`src/rtl/tdes_key_pkg.sv`:
```
// Shared constants for the Triple-DES round-key sequencer: FSM states, DES shift schedule, PC-1 and helpers.
// No logic or latency of its own; backpressure is not applicable.
package tdes_key_pkg;

    localparam logic [1:0] ST_IDLE = 2'd0;
    localparam logic [1:0] ST_LOAD = 2'd1;
    localparam logic [1:0] ST_EMIT = 2'd2;
    localparam logic [1:0] ST_DONE = 2'd3;

    localparam logic MODE_ENC = 1'b0;
    localparam logic MODE_DEC = 1'b1;

    localparam logic [1:0] STAGE_0 = 2'd0;
    localparam logic [1:0] STAGE_1 = 2'd1;
    localparam logic [1:0] STAGE_2 = 2'd2;

    // Entry r-1 is the left-rotation applied to reach round r.
    localparam logic [1:0] SHIFT_SCHED [16] = '{
        2'd1, 2'd1, 2'd2, 2'd2, 2'd2, 2'd2, 2'd2, 2'd2,
        2'd1, 2'd2, 2'd2, 2'd2, 2'd2, 2'd2, 2'd2, 2'd1
    };

    // Key bit positions numbered 1..64 from the MSB; first 28 entries form C, the rest D.
    localparam int PC1_TBL [56] = '{
        57, 49, 41, 33, 25, 17,  9,  1, 58, 50, 42, 34, 26, 18,
        10,  2, 59, 51, 43, 35, 27, 19, 11,  3, 60, 52, 44, 36,
        63, 55, 47, 39, 31, 23, 15,  7, 62, 54, 46, 38, 30, 22,
        14,  6, 61, 53, 45, 37, 29, 21, 13,  5, 28, 20, 12,  4
    };

    function automatic logic [55:0] pc1(input logic [63:0] key);
        logic [55:0] cd;
        cd = '0;
        for (int i = 0; i < 56; i++) begin
            cd[55-i] = key[64-PC1_TBL[i]];
        end
        return cd;
    endfunction

    function automatic logic [27:0] rotl28(input logic [27:0] v, input logic [1:0] n);
        return (n == 2'd2) ? {v[25:0], v[27:26]} : {v[26:0], v[27]};
    endfunction

    function automatic logic [27:0] rotr28(input logic [27:0] v, input logic [1:0] n);
        return (n == 2'd2) ? {v[1:0], v[27:2]} : {v[0], v[27:1]};
    endfunction

    function automatic logic [55:0] rotl_cd(input logic [55:0] cd, input logic [1:0] n);
        return {rotl28(cd[55:28], n), rotl28(cd[27:0], n)};
    endfunction

    function automatic logic [55:0] rotr_cd(input logic [55:0] cd, input logic [1:0] n);
        return {rotr28(cd[55:28], n), rotr28(cd[27:0], n)};
    endfunction

endpackage

```
`src/rtl/key_56_to_48.sv`:
```
// DES PC-2: selects 48 of the 56 {C,D} bits to form a round key.
// Purely combinational, zero latency; no backpressure.
module key_56_to_48 (
    input  logic [55:0] cd_i,
    output logic [47:0] key_o
);

    // Positions numbered 1..56 from the MSB of {C,D}.
    localparam int PC2_TBL [48] = '{
        14, 17, 11, 24,  1,  5,  3, 28, 15,  6, 21, 10,
        23, 19, 12,  4, 26,  8, 16,  7, 27, 20, 13,  2,
        41, 52, 31, 37, 47, 55, 30, 40, 51, 45, 33, 48,
        44, 49, 39, 56, 34, 53, 46, 42, 50, 36, 29, 32
    };

    always_comb begin
        key_o = '0;
        for (int j = 0; j < 48; j++) begin
            key_o[47-j] = cd_i[56-PC2_TBL[j]];
        end
    end

endmodule

```
`src/rtl/tdes_key_sequencer.sv`:
```
// Triple-DES round-key scheduler: emits 48 keys (EDE or DED order) from one C/D register pair.
// First key two cycles after start, then one per accept plus one LOAD bubble per stage; key held while rk_ready_i is low.
module tdes_key_sequencer
    import tdes_key_pkg::*;
(
    input  logic        clk,
    input  logic        rst_n,
    input  logic        start_i,
    input  logic        decrypt_i,
    input  logic        abort_i,
    input  logic [63:0] key1_64_i,
    input  logic [63:0] key2_64_i,
    input  logic [63:0] key3_64_i,
    output logic        busy_o,
    output logic        rk_valid_o,
    input  logic        rk_ready_i,
    output logic [47:0] round_key_o,
    output logic [3:0]  round_idx_o,
    output logic [1:0]  stage_o,
    output logic        stage_dec_o,
    output logic        done_o
);

    logic [1:0]  state_q, state_d;
    logic        dec_q, dec_d;
    logic [63:0] key1_q, key1_d;
    logic [63:0] key2_q, key2_d;
    logic [63:0] key3_q, key3_d;
    logic [1:0]  stage_q, stage_d;
    logic [55:0] cd_q, cd_d;
    logic [3:0]  idx_q, idx_d;

    logic        stage_dec;
    logic        last_key;
    logic [63:0] sel_key;

    // Middle stage runs the opposite DES direction from the outer two.
    assign stage_dec = (state_q != ST_IDLE) &&
                       ((stage_q == STAGE_1) ? (dec_q == MODE_ENC) : (dec_q == MODE_DEC));
    assign last_key  = stage_dec ? (idx_q == 4'd1) : (idx_q == 4'd16);

    always_comb begin
        sel_key = key2_q;
        case (stage_q)
            STAGE_0: sel_key = dec_q ? key3_q : key1_q;
            STAGE_1: sel_key = key2_q;
            STAGE_2: sel_key = dec_q ? key1_q : key3_q;
            default: sel_key = key2_q;
        endcase
    end

    always_comb begin
        state_d = state_q;
        dec_d   = dec_q;
        key1_d  = key1_q;
        key2_d  = key2_q;
        key3_d  = key3_q;
        stage_d = stage_q;
        cd_d    = cd_q;
        idx_d   = idx_q;

        case (state_q)
            ST_IDLE: begin
                if (start_i) begin
                    dec_d   = decrypt_i;
                    key1_d  = key1_64_i;
                    key2_d  = key2_64_i;
                    key3_d  = key3_64_i;
                    stage_d = STAGE_0;
                    state_d = ST_LOAD;
                end
            end
            ST_LOAD: begin
                // Reverse stages start at C16/D16, which equals C0/D0 after the full 28-bit rotation.
                if (stage_dec) begin
                    cd_d  = pc1(sel_key);
                    idx_d = 4'd16;
                end else begin
                    cd_d  = rotl_cd(pc1(sel_key), 2'd1);
                    idx_d = 4'd1;
                end
                state_d = ST_EMIT;
            end
            ST_EMIT: begin
                if (rk_ready_i) begin
                    if (last_key) begin
                        if (stage_q != STAGE_2) begin
                            stage_d = stage_q + 2'd1;
                            state_d = ST_LOAD;
                        end else begin
                            state_d = ST_DONE;
                        end
                    end else if (stage_dec) begin
                        cd_d  = rotr_cd(cd_q, SHIFT_SCHED[idx_q - 4'd1]);
                        idx_d = idx_q - 4'd1;
                    end else begin
                        cd_d  = rotl_cd(cd_q, SHIFT_SCHED[idx_q]);
                        idx_d = idx_q + 4'd1;
                    end
                end
            end
            default: begin
                state_d = ST_IDLE;
                stage_d = STAGE_0;
                cd_d    = '0;
                idx_d   = 4'd0;
            end
        endcase

        if (abort_i) begin
            state_d = ST_IDLE;
            stage_d = STAGE_0;
            cd_d    = '0;
            idx_d   = 4'd0;
        end
    end

    always_ff @(posedge clk or negedge rst_n) begin
        if (!rst_n) begin
            state_q <= ST_IDLE;
            dec_q   <= 1'b0;
            key1_q  <= '0;
            key2_q  <= '0;
            key3_q  <= '0;
            stage_q <= STAGE_0;
            cd_q    <= '0;
            idx_q   <= 4'd0;
        end else begin
            state_q <= state_d;
            dec_q   <= dec_d;
            key1_q  <= key1_d;
            key2_q  <= key2_d;
            key3_q  <= key3_d;
            stage_q <= stage_d;
            cd_q    <= cd_d;
            idx_q   <= idx_d;
        end
    end

    key_56_to_48 u_pc2 (
        .cd_i  (cd_q),
        .key_o (round_key_o)
    );

    assign busy_o      = (state_q != ST_IDLE);
    assign rk_valid_o  = (state_q == ST_EMIT);
    assign done_o      = (state_q == ST_DONE);
    assign round_idx_o = idx_q;
    assign stage_o     = stage_q;
    assign stage_dec_o = stage_dec;

endmodule

```
`config.mk`:
```
export PLATFORM = sky130hd
export DESIGN_NAME = tdes_key_sequencer
export DESIGN_NICKNAME = d
export VERILOG_FILES = /design/src/rtl/tdes_key_pkg.sv /design/src/rtl/key_56_to_48.sv /design/src/rtl/tdes_key_sequencer.sv
export SDC_FILE = /design/constraint.sdc
export NUM_CORES = 1
export LEC_CHECK = 0
export BUFFER_PORTS_ARGS = -buffer_cell sky130_fd_sc_hd__buf_2
export CORE_MARGIN = 3
export CORE_UTILIZATION = 37
export CTS_CLUSTER_DIAMETER = 120
export DETAILED_ROUTE_END_ITERATION = 6
export SLEW_MARGIN = 20
export SYNTH_ARGS = -nofsm -noshare
export SYNTH_HDL_FRONTEND = slang
export SYNTH_HIERARCHICAL = 1
export SYNTH_SLANG_ARGS = --single-unit
```
`constraint.sdc`:
```
create_clock -name clk -period 3.3 [get_ports clk]
set_input_delay 0.66 -clock clk [delete_from_list [all_inputs] [get_ports clk]]
set_output_delay 0.66 -clock clk [all_outputs]
set_load 0.005 [all_outputs]
```
==> summary.md <==
| Metric | Value |
|---|---|
| Outcome | finished clean |
| Final hold violation count | 0 |
| Number of flops mapped to enable cells by yosys | 0 |
| Clock Latency Late Sink | roughly 560 ps |
| First-pass GRT wire length | a little under 70 mm |
| CTS Hold Bufs | 0 |
| Peak Freq | 337 MHz |
| Library cells used by synthesis | 50 |
| Leakage | between 7 and 8 nW |
| Layout fillers | 3,760 |
| Fin area | about 17,000 µm² |
| Worst Reg2Reg Path Length in Cells | 8 |
| Synth Instances | ~1,400 |
| Max cap viols | 0 |
| Sequential fraction of design power | 28.5% |
| CP peak stage delay | between 400 and 500 ps |
| P_sw | roughly 0.0071 W |
| Post-synthesis mux area share | approximately a quarter |
| Crit share post-route | approximately 90% |
| Routing usage on met1 | about 25% |
| Number of global-route vias before repair | approximately 12,000 |
| Cell Pwr Density | around 1000 nW/µm² |
| Drt via density | around 5.7 |
| Final Net Count | 1,694 |
| Die extent in y | between 200 and 250 µm |
| Final wirelength | 43.6 mm |
| Worst slew pin tran | around 860 ps |
| Clock-pin transition on the worst setup and hold timing paths | 60 ps |
| Met3 GRT Util | under 10% |
| Max Slew Vio Count | 0 |
| Setup Buffers After CTS | 0 |
| Top FF cell, synth | dfrtp_1 |
| Io pins | between 200 and 300 |
| Port Buffer Count | between 200 and 250 |
| Logic pwr share | 53.4% |
| Warning count from the yosys run | 6 |
| DR pass1 iterations | 5 |
| DP Area | 16,000 µm² |
| Share of post-route cells with drive strength above 1 | around 43% |
| Top Usage Layer GRT | met2 |
| WP data arrival | 2310 ps |
| Core ar. | around 39,000 µm² |
| Largest family of logic cells by synthesized area | multiplexers |
| H-tree levels | 1 |
| Avg WL per Cell | approximately 22 µm |
| Top cell type's share of synthesized area | 40.0% |
| Via count | about 11,000 |
| Clock Sinks | 233 |
| Worst EP required | around 2600 ps |
| Post-synthesis xor/xnor area fraction | less than 1% |
| Post-Layout Cell Count | just over 2,000 |
| Tmin final | 2970 ps |
| Die area | roughly 42,000 µm² |
| Maximum vdd drop | 0.000540 V |
| Simple-gate share of the synthesized area | 9.85% |
| Clock network fraction of design power | between 10% and 20% |
| Syn Area/Cell | between 10 and 15 µm² |
| DRT iter0 DRCs | approximately 740 |
| Crit path cell chain | inv_1 > ha_1 > xor2_2 > nand2_2 > inv_4 > buf_2 |
| Clk_skew | ~19 ps |
| Starting Density | between 30 and 40% |
| Hpwl dp | around 29 mm |
| Setup TNS | 0 ps |
| Gr ovfl total | 0 |
| Resized cells post-CTS | 0 |
| DRC viols | 0 |
| Largest buffer count on any clock path | 3 |
| Post-synth ARST share | 100% |
| Largest net degree at the start of global routing | 110 |
| CTS tree | built |
| Slowest cell on the critical path | dfrtp_1 |
| Synth area leaders | dfrtp_1 (40%), mux2_2 (22%), or3_1 (4.9%) |
| Sequential area share after synthesis | approximately two fifths |
| Core Rows | between 70 and 80 |
| Max_slew headroom | 42.7% |
| Type of the worst setup path | reg -> out |
| Compound-gate portion of the synthesized area | 16.7% |
| Final setup vio count | 0 |
| Net Count, Synth | 1,577 |
| Post-Syn Area | about 15,000 µm² |
| Final ANT Viol Nets | 0 |
| Synthesized-area fraction occupied by adder cells | less than 1% |
| RSZ-0062 raised after global routing | no |
| Startpoint types | flip-flop |
| Worst Path Max Fanout | 34 |
| Internal Power | 0.00981 W |
| RD Place Congestion | 0.791 |
| Cells after DPL | 1,973 |
| Number of buffers created by CTS | 28 |
| Area growth, synth to finish | 15.8% |
| Critical Path Sink Type | output port |
| Fin Hold WS | 149 ps |
| Seq cells post-synth | around 230 |
| M2 GR Usage | approximately a third |
| Sw frac | a little over two fifths |
| Cell taking the most area after synthesis | dfrtp_1 |
| Hold Crit Class | in -> async |
| Chip Width | between 200 and 250 µm |
| Root Buffer | clkbuf_16 |
| GRT Util Overall | between 20% and 30% |
| Initial antenna violation count | 6 |
logic make-up (layout without fill, tap and decap cells):
kind of cell             count (synthesis)  after routing
adder cells (fa/ha/maj)                 11             11
XOR/XNOR                                 3              3
buffers and inverters                  186            324
AO/OA/AOI/OAI                          307            307
other                                    0              2
multiplexers                           339            339
flip-flops                             233            233
AND/OR/NAND/NOR                        289            289
final cells by class:
cell class / instances / area [µm²] / area share [%]
inverters: 12 / 47.5 / 0.281
repair buffers: 261 / 1590 / 9.42
clock inverters: 7 / 60.1 / 0.355
flip-flops and latches: 233 / 5830 / 34.5
well taps: 518 / 648 / 3.84
multi-input cells: 949 / 7870 / 46.6
diodes: 2 / 5.00 / 0.0296
clock buffers: 44 / 842 / 4.98
power groups by stage:
stage                     clock [W]  combinational, W  sequential (W)
final                       0.00306           0.00902         0.00482
after global routing        0.00326           0.00986         0.00499
after CTS                   0.00314           0.00914         0.00481
after detailed placement          0           0.00910         0.00486
after global placement            0           0.00899         0.00478
after floorplan                   0           0.00674         0.00456
state kept, by name (all words and copies together), names as in the netlist:
register	flops
cd_q	56
key1_q	56
key2_q	56
key3_q	56
round_idx_o	4
stage_o	2
state_q	2
dec_q	1
routing by layer:
layer / vias up / wire (µm)
met1: 5719 / 17700
met3: 94 / 2600
met5: - / 55
met4: 8 / 1740
met2: 325 / 21500
li1: 5339 / -
final timing paths:
path                                            start                     end  slack (ps)
min reg2reg                     key2_q[5]$_DFFE_PN0P_   key2_q[5]$_DFFE_PN0P_         510
max reg2reg                round_idx_o[1]$_DFFE_PN0P_    cd_q[34]$_DFFE_PN0P_         640
min                                             rst_n    cd_q[42]$_DFFE_PN0P_         150
max                            stage_o[1]$_DFFE_PN0P_             stage_dec_o         330
max in group asynchronous                       rst_n  key1_q[26]$_DFFE_PN0P_        2330
min in group clk                        key1_64_i[54]  key1_q[54]$_DFFE_PN0P_         340
cells in the final DEF (no fill, tap or decap), types with 40 or more instances in the layout:
| master | instances |
|---|---|
| buf_2 | 230 |
| nand2_1 | 144 |
| o221ai_2 | 40 |
| a21oi_1 | 117 |
| mux2_2 | 282 |
| mux2i_1 | 57 |
| or3_1 | 115 |
| dfrtp_1 | 232 |
| a22oi_1 | 56 |
| o311ai_1 | 41 |
worst max-delay path, delay by kind of cell (launching register included):
family	cells	cell delay [ps]
AND/OR/NAND/NOR	1	130
flip-flops	1	410
buffers and inverters	3	610
XOR/XNOR	1	330
adder cells (fa/ha/maj)	1	250
per-stage QoR:
stage | power [W] | util [%] | worst slack, ps
2_1_floorplan | 0.0113 | - | 956
3_3_place_gp | 0.0138 | 41.2 | 693
3_5_place_dp | 0.0140 | 41.2 | 620
4_1_cts | 0.0171 | 43.5 | 300
5_1_grt | 0.0181 | 43.5 | 144
6_report | 0.0169 | 43.5 | 333
cells in the mapped netlist (2+ instances only):
cell type,number
mux2_2,282
xnor2_1,2
clkbuf_1,77
or3_1,115
buf_4,51
a22oi_1,56
mux2i_1,57
a21oi_1,117
nand2_1,147
a31oi_1,2
dfrtp_1,233
nor3_1,6
buf_1,12
o311ai_0,15
a211oi_1,2
ha_1,11
nand3_1,3
buf_6,6
inv_1,10
o21ai_0,2
nand3b_1,2
buf_2,28
nor2b_1,2
a22o_1,4
nor2_1,5
o311ai_1,42
inv_2,2
o221ai_1,16
o221ai_2,40
No activity file was read; power rests on OpenSTA's default activity.
